## src/rtl/fp_conv_arbiter.sv

```systemverilog
// -----------------------------------------------------------------------------
// fp_conv_arbiter
//
// Shares one float-to-integer converter among NUM_REQ requesters. A
// round-robin arbiter picks one requester in IDLE. The design latches that
// requester's operand and rounding mode, then starts the converter. It waits
// for completion and holds the result until the consumer accepts it. Only one
// conversion is in flight at a time.
//
// Parameters
//   NUM_REQ    number of requesters (2..8)
//   PRECISION  float operand width
//   INT_SIZE   integer result width
//
// Ports
//   clk, reset     rising-edge clock, asynchronous active-low reset
//   req            per-requester request level
//   float_in       packed operands, requester i at slice i
//   conv_in        packed 2-bit rounding modes, requester i at slice i
//   gnt            one-hot, one-cycle grant pulse (operand captured that cycle)
//   rsp_valid      result valid, held until rsp_ready
//   rsp_ready      result accepted
//   rsp_id         index of the requester owning the result
//   rsp_int        converted integer
//   rsp_invalid    invalid-operation flag of the result
//   cv_start       one-cycle start pulse to the converter
//   cv_float       operand presented to the converter
//   cv_conv        rounding mode presented to the converter
//   cv_done        converter completion (level, only honoured in WAIT)
//   cv_int         converter result
//   cv_invalid     converter invalid flag
//
// Build option
//   FP_CONV_ARB_TIMEOUT_EN  when defined, a 6-bit watchdog runs in WAIT. After
//                           64 cycles with no cv_done, the design forces an
//                           invalid response with only the MSB of rsp_int set.
//                           When undefined, WAIT lasts until cv_done.
// -----------------------------------------------------------------------------
module fp_conv_arbiter #(
   parameter int NUM_REQ   = 4,
   parameter int PRECISION = 32,
   parameter int INT_SIZE  = 64,
   localparam int ID_W     = $clog2(NUM_REQ)
) (
   input  logic                          clk,
   input  logic                          reset,
   input  logic [NUM_REQ-1:0]            req,
   input  logic [NUM_REQ*PRECISION-1:0]  float_in,
   input  logic [NUM_REQ*2-1:0]          conv_in,
   output logic [NUM_REQ-1:0]            gnt,
   output logic                          rsp_valid,
   input  logic                          rsp_ready,
   output logic [ID_W-1:0]               rsp_id,
   output logic [INT_SIZE-1:0]           rsp_int,
   output logic                          rsp_invalid,
   output logic                          cv_start,
   output logic [PRECISION-1:0]          cv_float,
   output logic [1:0]                    cv_conv,
   input  logic                          cv_done,
   input  logic [INT_SIZE-1:0]           cv_int,
   input  logic                          cv_invalid
);

   typedef enum logic [1:0] {
      IDLE  = 2'd0,
      ISSUE = 2'd1,
      WAIT  = 2'd2,
      RESP  = 2'd3
   } state_t;

   state_t                 state_r;
   state_t                 state_nxt_s;

   logic                   arm_r;
   logic [ID_W-1:0]        ptr_r;
   logic                   win_vld_s;
   logic [ID_W-1:0]        win_id_s;
   logic                   grant_s;
   logic [NUM_REQ-1:0]     gnt_s;
   logic [PRECISION-1:0]   sel_float_s;
   logic [1:0]             sel_conv_s;
   logic                   tmo_hit_s;

   logic                   cv_start_r;
   logic [PRECISION-1:0]   cv_float_r;
   logic [1:0]             cv_conv_r;
   logic                   rsp_valid_r;
   logic [ID_W-1:0]        rsp_id_r;
   logic [INT_SIZE-1:0]    rsp_int_r;
   logic                   rsp_invalid_r;

   // Requester index reached by stepping offs places above base, with wrap.
   function automatic logic [ID_W-1:0] rr_index(input logic [ID_W-1:0] base,
                                                input int offs);
      return ID_W'((int'(base) + offs) % NUM_REQ);
   endfunction

   // Round-robin search from ptr+1 upward. The scan runs from the farthest
   // candidate to the nearest, so the nearest active requester is written last.
   always_comb begin
      win_vld_s = 1'b0;
      win_id_s  = '0;
      for (int k = NUM_REQ; k >= 1; k--) begin
         if (req[rr_index(ptr_r, k)]) begin
            win_vld_s = 1'b1;
            win_id_s  = rr_index(ptr_r, k);
         end else begin
            win_vld_s = win_vld_s;
            win_id_s  = win_id_s;
         end
      end
   end

   // A grant happens only in IDLE, and only once the first clock after reset
   // has passed. This keeps gnt low while reset is held.
   assign grant_s = (state_r == IDLE) && arm_r && win_vld_s;

   // The grant pulse is decoded in the cycle the operand is latched.
   always_comb begin
      gnt_s = '0;
      if (grant_s) begin
         gnt_s[win_id_s] = 1'b1;
      end else begin
         gnt_s = '0;
      end
   end

   // Operand and rounding-mode mux for the winning requester.
   always_comb begin
      sel_float_s = '0;
      sel_conv_s  = 2'b00;
      for (int i = 0; i < NUM_REQ; i++) begin
         if (win_id_s == ID_W'(i)) begin
            sel_float_s = float_in[i*PRECISION +: PRECISION];
            sel_conv_s  = conv_in[i*2 +: 2];
         end else begin
            sel_float_s = sel_float_s;
            sel_conv_s  = sel_conv_s;
         end
      end
   end

`ifdef FP_CONV_ARB_TIMEOUT_EN
   logic [5:0] tmo_cnt_r;

   // Watchdog counter: counts cycles spent in WAIT and clears elsewhere.
   always_ff @(posedge clk or negedge reset) begin
      if (!reset) begin
         tmo_cnt_r <= 6'd0;
      end else if (state_r == WAIT) begin
         tmo_cnt_r <= tmo_cnt_r + 6'd1;
      end else begin
         tmo_cnt_r <= 6'd0;
      end
   end

   // The 64th WAIT cycle without completion is the last one.
   assign tmo_hit_s = (tmo_cnt_r == 6'd63);
`else
   assign tmo_hit_s = 1'b0;
`endif

   // FSM state register.
   always_ff @(posedge clk or negedge reset) begin
      if (!reset) begin
         state_r <= IDLE;
      end else begin
         state_r <= state_nxt_s;
      end
   end

   // FSM next-state logic. cv_done counts only in WAIT.
   always_comb begin
      state_nxt_s = state_r;
      case (state_r)
         IDLE: begin
            if (grant_s) begin
               state_nxt_s = ISSUE;
            end else begin
               state_nxt_s = IDLE;
            end
         end
         ISSUE: begin
            state_nxt_s = WAIT;
         end
         WAIT: begin
            if (cv_done || tmo_hit_s) begin
               state_nxt_s = RESP;
            end else begin
               state_nxt_s = WAIT;
            end
         end
         RESP: begin
            if (rsp_ready) begin
               state_nxt_s = IDLE;
            end else begin
               state_nxt_s = RESP;
            end
         end
         default: begin
            state_nxt_s = IDLE;
         end
      endcase
   end

   // Arbitration pointer, grant qualifier and the captured request context.
   always_ff @(posedge clk or negedge reset) begin
      if (!reset) begin
         arm_r      <= 1'b0;
         ptr_r      <= ID_W'(NUM_REQ - 1);
         rsp_id_r   <= '0;
         cv_float_r <= '0;
         cv_conv_r  <= 2'b00;
      end else begin
         arm_r <= 1'b1;
         if (grant_s) begin
            ptr_r      <= win_id_s;
            rsp_id_r   <= win_id_s;
            cv_float_r <= sel_float_s;
            cv_conv_r  <= sel_conv_s;
         end else begin
            ptr_r      <= ptr_r;
            rsp_id_r   <= rsp_id_r;
            cv_float_r <= cv_float_r;
            cv_conv_r  <= cv_conv_r;
         end
      end
   end

   // State-following strobes are registered from the next state. They are
   // high exactly while the FSM sits in ISSUE or RESP.
   always_ff @(posedge clk or negedge reset) begin
      if (!reset) begin
         cv_start_r  <= 1'b0;
         rsp_valid_r <= 1'b0;
      end else begin
         cv_start_r  <= (state_nxt_s == ISSUE);
         rsp_valid_r <= (state_nxt_s == RESP);
      end
   end

   // Result capture: the converter result on completion, or the forced
   // invalid pattern when the watchdog expires.
   always_ff @(posedge clk or negedge reset) begin
      if (!reset) begin
         rsp_int_r     <= '0;
         rsp_invalid_r <= 1'b0;
      end else if ((state_r == WAIT) && cv_done) begin
         rsp_int_r     <= cv_int;
         rsp_invalid_r <= cv_invalid;
      end else if ((state_r == WAIT) && tmo_hit_s) begin
         rsp_int_r     <= {1'b1, {(INT_SIZE-1){1'b0}}};
         rsp_invalid_r <= 1'b1;
      end else begin
         rsp_int_r     <= rsp_int_r;
         rsp_invalid_r <= rsp_invalid_r;
      end
   end

   assign gnt         = gnt_s;
   assign cv_start    = cv_start_r;
   assign cv_float    = cv_float_r;
   assign cv_conv     = cv_conv_r;
   assign rsp_valid   = rsp_valid_r;
   assign rsp_id      = rsp_id_r;
   assign rsp_int     = rsp_int_r;
   assign rsp_invalid = rsp_invalid_r;

endmodule

```

## config.mk

```make
export PLATFORM = sky130hd
export DESIGN_NAME = fp_conv_arbiter
export DESIGN_NICKNAME = d
export VERILOG_FILES = /design/src/rtl/fp_conv_arbiter.sv
export SDC_FILE = /design/constraint.sdc
export NUM_CORES = 1
export LEC_CHECK = 0
export CAP_MARGIN = 25
export CORE_MARGIN = 3
export CORE_UTILIZATION = 37
export CTS_CLUSTER_SIZE = 12
export DETAILED_ROUTE_END_ITERATION = 6
export GPL_TIMING_DRIVEN = 0
export HOLD_SLACK_MARGIN = 0.15
export PLACE_DENSITY = 0.91
export SLEW_MARGIN = 20
export SYNTH_ARGS = -nofsm -noshare
export SYNTH_HDL_FRONTEND = slang
export SYNTH_SLANG_ARGS = --single-unit
```

## constraint.sdc

```tcl
create_clock -name clk -period 3.7 [get_ports clk]
set_input_delay 0.925 -clock clk [delete_from_list [all_inputs] [get_ports clk]]
set_output_delay 0.925 -clock clk [all_outputs]
set_load 0.02 [all_outputs]
```

==> results.py <==
metrics = {
    "sta": {
        "finalClockSkew_ns": 0.00721,
        "final_hold_viol_count": 0,
        "hold_slack_ns": 0.482,
        "slew_headroom": 0.515,
        "rsz0062_at_grt": "false",
        "fmax_mhz": 279,
        "tightest_slew_ns": 0.725,
        "setup_viol": 0,
        "fin_setup_tns_ns": 0,
        "period_share": 0.970,
        "min_period_ns": 3.59,
        "slew_viol_final": 0,
    },
    "clock_tree": {
        "cts-root-buf": "clkbuf_16",
        "numCtsBuffers": 9,
        "cts.sinks": 108,
        "clkTransAtPathRegs_ns": 0.07,
        "insertion_delay_ns": 0.35,
        "h-tree-depth": 3,
        "cts_tree": "yes",
        "clockBufferDepth": 2,
    },
    "worst_hold_path": {
        "hp-class": "flop to flop",
    },
    "routing": {
        "dr.pass1.iters": 4,
        "first_iter_violations": 229,
        "drt_wl_total_um": 17900,
        "vias_per_cell": 5.12,
        "wl_per_cell_um": 20.6,
        "route.detailed.drc": 0,
        "ant_nets": 0,
        "vias": 4447,
    },
    "floorplanning": {
        "dieArea_mm2": 0.0149,
        "coreArea_mm2": 0.0129,
        "pin_count": 316,
        "die_h_um": 122,
        "die-width_um": 122,
        "std_cell_rows": 41,
        "initial_utilization": 0.386,
    },
    "synthesis": {
        "syn_nets": 572,
        "synth.top_cell.area_share": 0.533,
        "syn_area_mm2": 0.00497,
        "syn_avg_cell_area_um2": 13.7,
        "synthArstFlopShare": 1.00,
        "synthCells": 363,
        "yosysSeqAreaShare": 0.544,
        "ys_ff_latch": 108,
        "ys_warn_count": 0,
        "ys.flop_type": "dfrtp_1",
        "synth_edf_count": 0,
        "synth.distinct_cells": 36,
        "yosys.area.top_type": "dfrtp_1",
        "ys_top_cells_by_area": "dfrtp_1, mux2_2, a221oi_2",
    },
    "power_and_ir_drop": {
        "p_leak_uw": 0.00365,
        "ir_worst_vdd_mv": 0.462,
        "power.density_mw_per_mm2": 780,
    },
    "final_layout": {
        "drive_gt1_frac": 0.201,
        "area_growth_pct": 74.7,
        "final_common_cell": "clkdlybuf4s50_1",
        "fillers": 919,
        "final_cell_mix": "clkdlybuf4s50_1, dfrtp_1, mux2_2",
        "diodes": 0,
        "fin_nets": 901,
        "fin_cells": 869,
        "final_util": 0.675,
    },
    "placed_design": {
        "gp_congestion": 0.870,
        "place_inst": 850,
        "portBuffers": 314,
        "hpwlAfterDp_um": 14300,
    },
    "global_route": {
        "grt_max_degree": 58,
        "grt_util_met2": 0.431,
        "antenna_found_initial": 0,
        "grt_usage": 0.240,
        "grt-busiest-layer": "met2",
        "overflow": 0,
        "gr-usage-met3": 0.0812,
        "grt_pass1_vias": 4902,
        "grt_pass1_wl_um": 27000,
        "grt_use_met1": 0.256,
    },
    "worst_setup_path": {
        "critPathKind": "primary input to output port",
        "cp_max_fo": 10,
        "endpoint_kind": "output port",
        "arrival_ns": 2.66,
        "cp-start-kind": "primary input",
        "crit_required_ns": 2.77,
    },
    "run_status": {
        "status": "completed",
    },
    "run": {
        "max_cap_viol_count": 0,
    },
}
[cells by family after synthesis]
logic type,count (synthesis),synth area share
DFF,108,0.544
and+or+nand+nor,24,0.0249
other,1,0.000754
muxes,100,0.221
AOI/OAI and AO/OA,80,0.157
buffers and inverters,50,0.0528
[registers in the layout (all words and copies together) (netlist names)]
register and count:
arm_r 1, cv_conv 2, cv_float 32, cv_start 1, ptr_r 2, rsp_id 2, rsp_int 64, rsp_invalid 1
rsp_valid 1, state_r 2
[final cells by class]
cell class | instances | area, µm² | share of cell area
Timing Repair Buffer | 320 | 3200 | 0.368
Sequential cell | 108 | 2710 | 0.311
Multi-Input combinational cell | 205 | 2030 | 0.233
Clock buffer | 12 | 236 | 0.0272
Tap cell | 172 | 215 | 0.0248
Buffer | 23 | 158 | 0.0181
Inverter | 25 | 97.6 | 0.0112
Clock inverter | 4 | 56.3 | 0.00648
[critical path, cell delays in order]
cell	delay [ns]
dlygate4sd2_1	0.33
a22o_1	0.28
a211oi_4	0.23
buf_4	0.16
buf_8	0.15
buf_12	0.16
nand2_1	0.11
nor2_1	0.14
buf_2	0.18
[metal layers]
metal / routed length, µm / part of all wire
met1: 6170 / 0.34
met2: 9620 / 0.54
met3: 1510 / 0.084
met4: 611 / 0.034
met5: 0 / 0
[stage by stage]
stage | power, µW | worst slack, ns | area (µm²)
2_1_floorplan | 4030 | 0.277 | 4970
3_3_place_gp | 5680 | -2.23 | 8330
3_5_place_dp | 5820 | -0.901 | 8360
4_1_cts | 6850 | 0.0501 | 8700
5_1_grt | 7130 | 0.0252 | 8690
6_report | 6780 | 0.113 | 8690
[worst paths after layout]
kind	start	to	slack (ns)	cells after the start
setup reg to reg	state_r[1]	cv_float[28]	0.99	6
max in group asynchronous	reset	rsp_int[10]	2.53	2
min in group asynchronous	reset	rsp_int[38]	0.52	1
hold / removal	rsp_id[1]	rsp_id[1]	0.48	2
hold reg to reg	rsp_id[1]	rsp_id[1]	0.48	2
setup / recovery	req[1]	gnt[2]	0.11	9
[synthesized netlist by cell type, types with 3 or more instances]
library cell	instances
a221o_1	12
clkbuf_1	13
nand2_1	6
inv_1	24
dfrtp_1	106
o22ai_1	23
a221oi_1	4
buf_2	4
a22o_1	13
mux2_2	77
o21a_1	3
mux2i_1	23
nor2_1	7
buf_4	3
a221oi_2	18
[where the power goes]
group	internal, µW	switching (µW)	leakage (µW)	total, µW
combinational	1990	1710	0.00225	3700
sequential	1780	333	0.00126	2110
clock	533	439	0.000142	972
total	4290	2490	0.00365	6780
[what timing repair did]
item / CTS / global route
gates resized for setup: 15 / 4
setup buffers: 5 / 0
setup endpoints to repair: 4 / 2
pin swaps: 3 / 0
hold buffers: 0 / 0
hold endpoints to repair: 0 / 0
(Power assumes the default switching activity.)
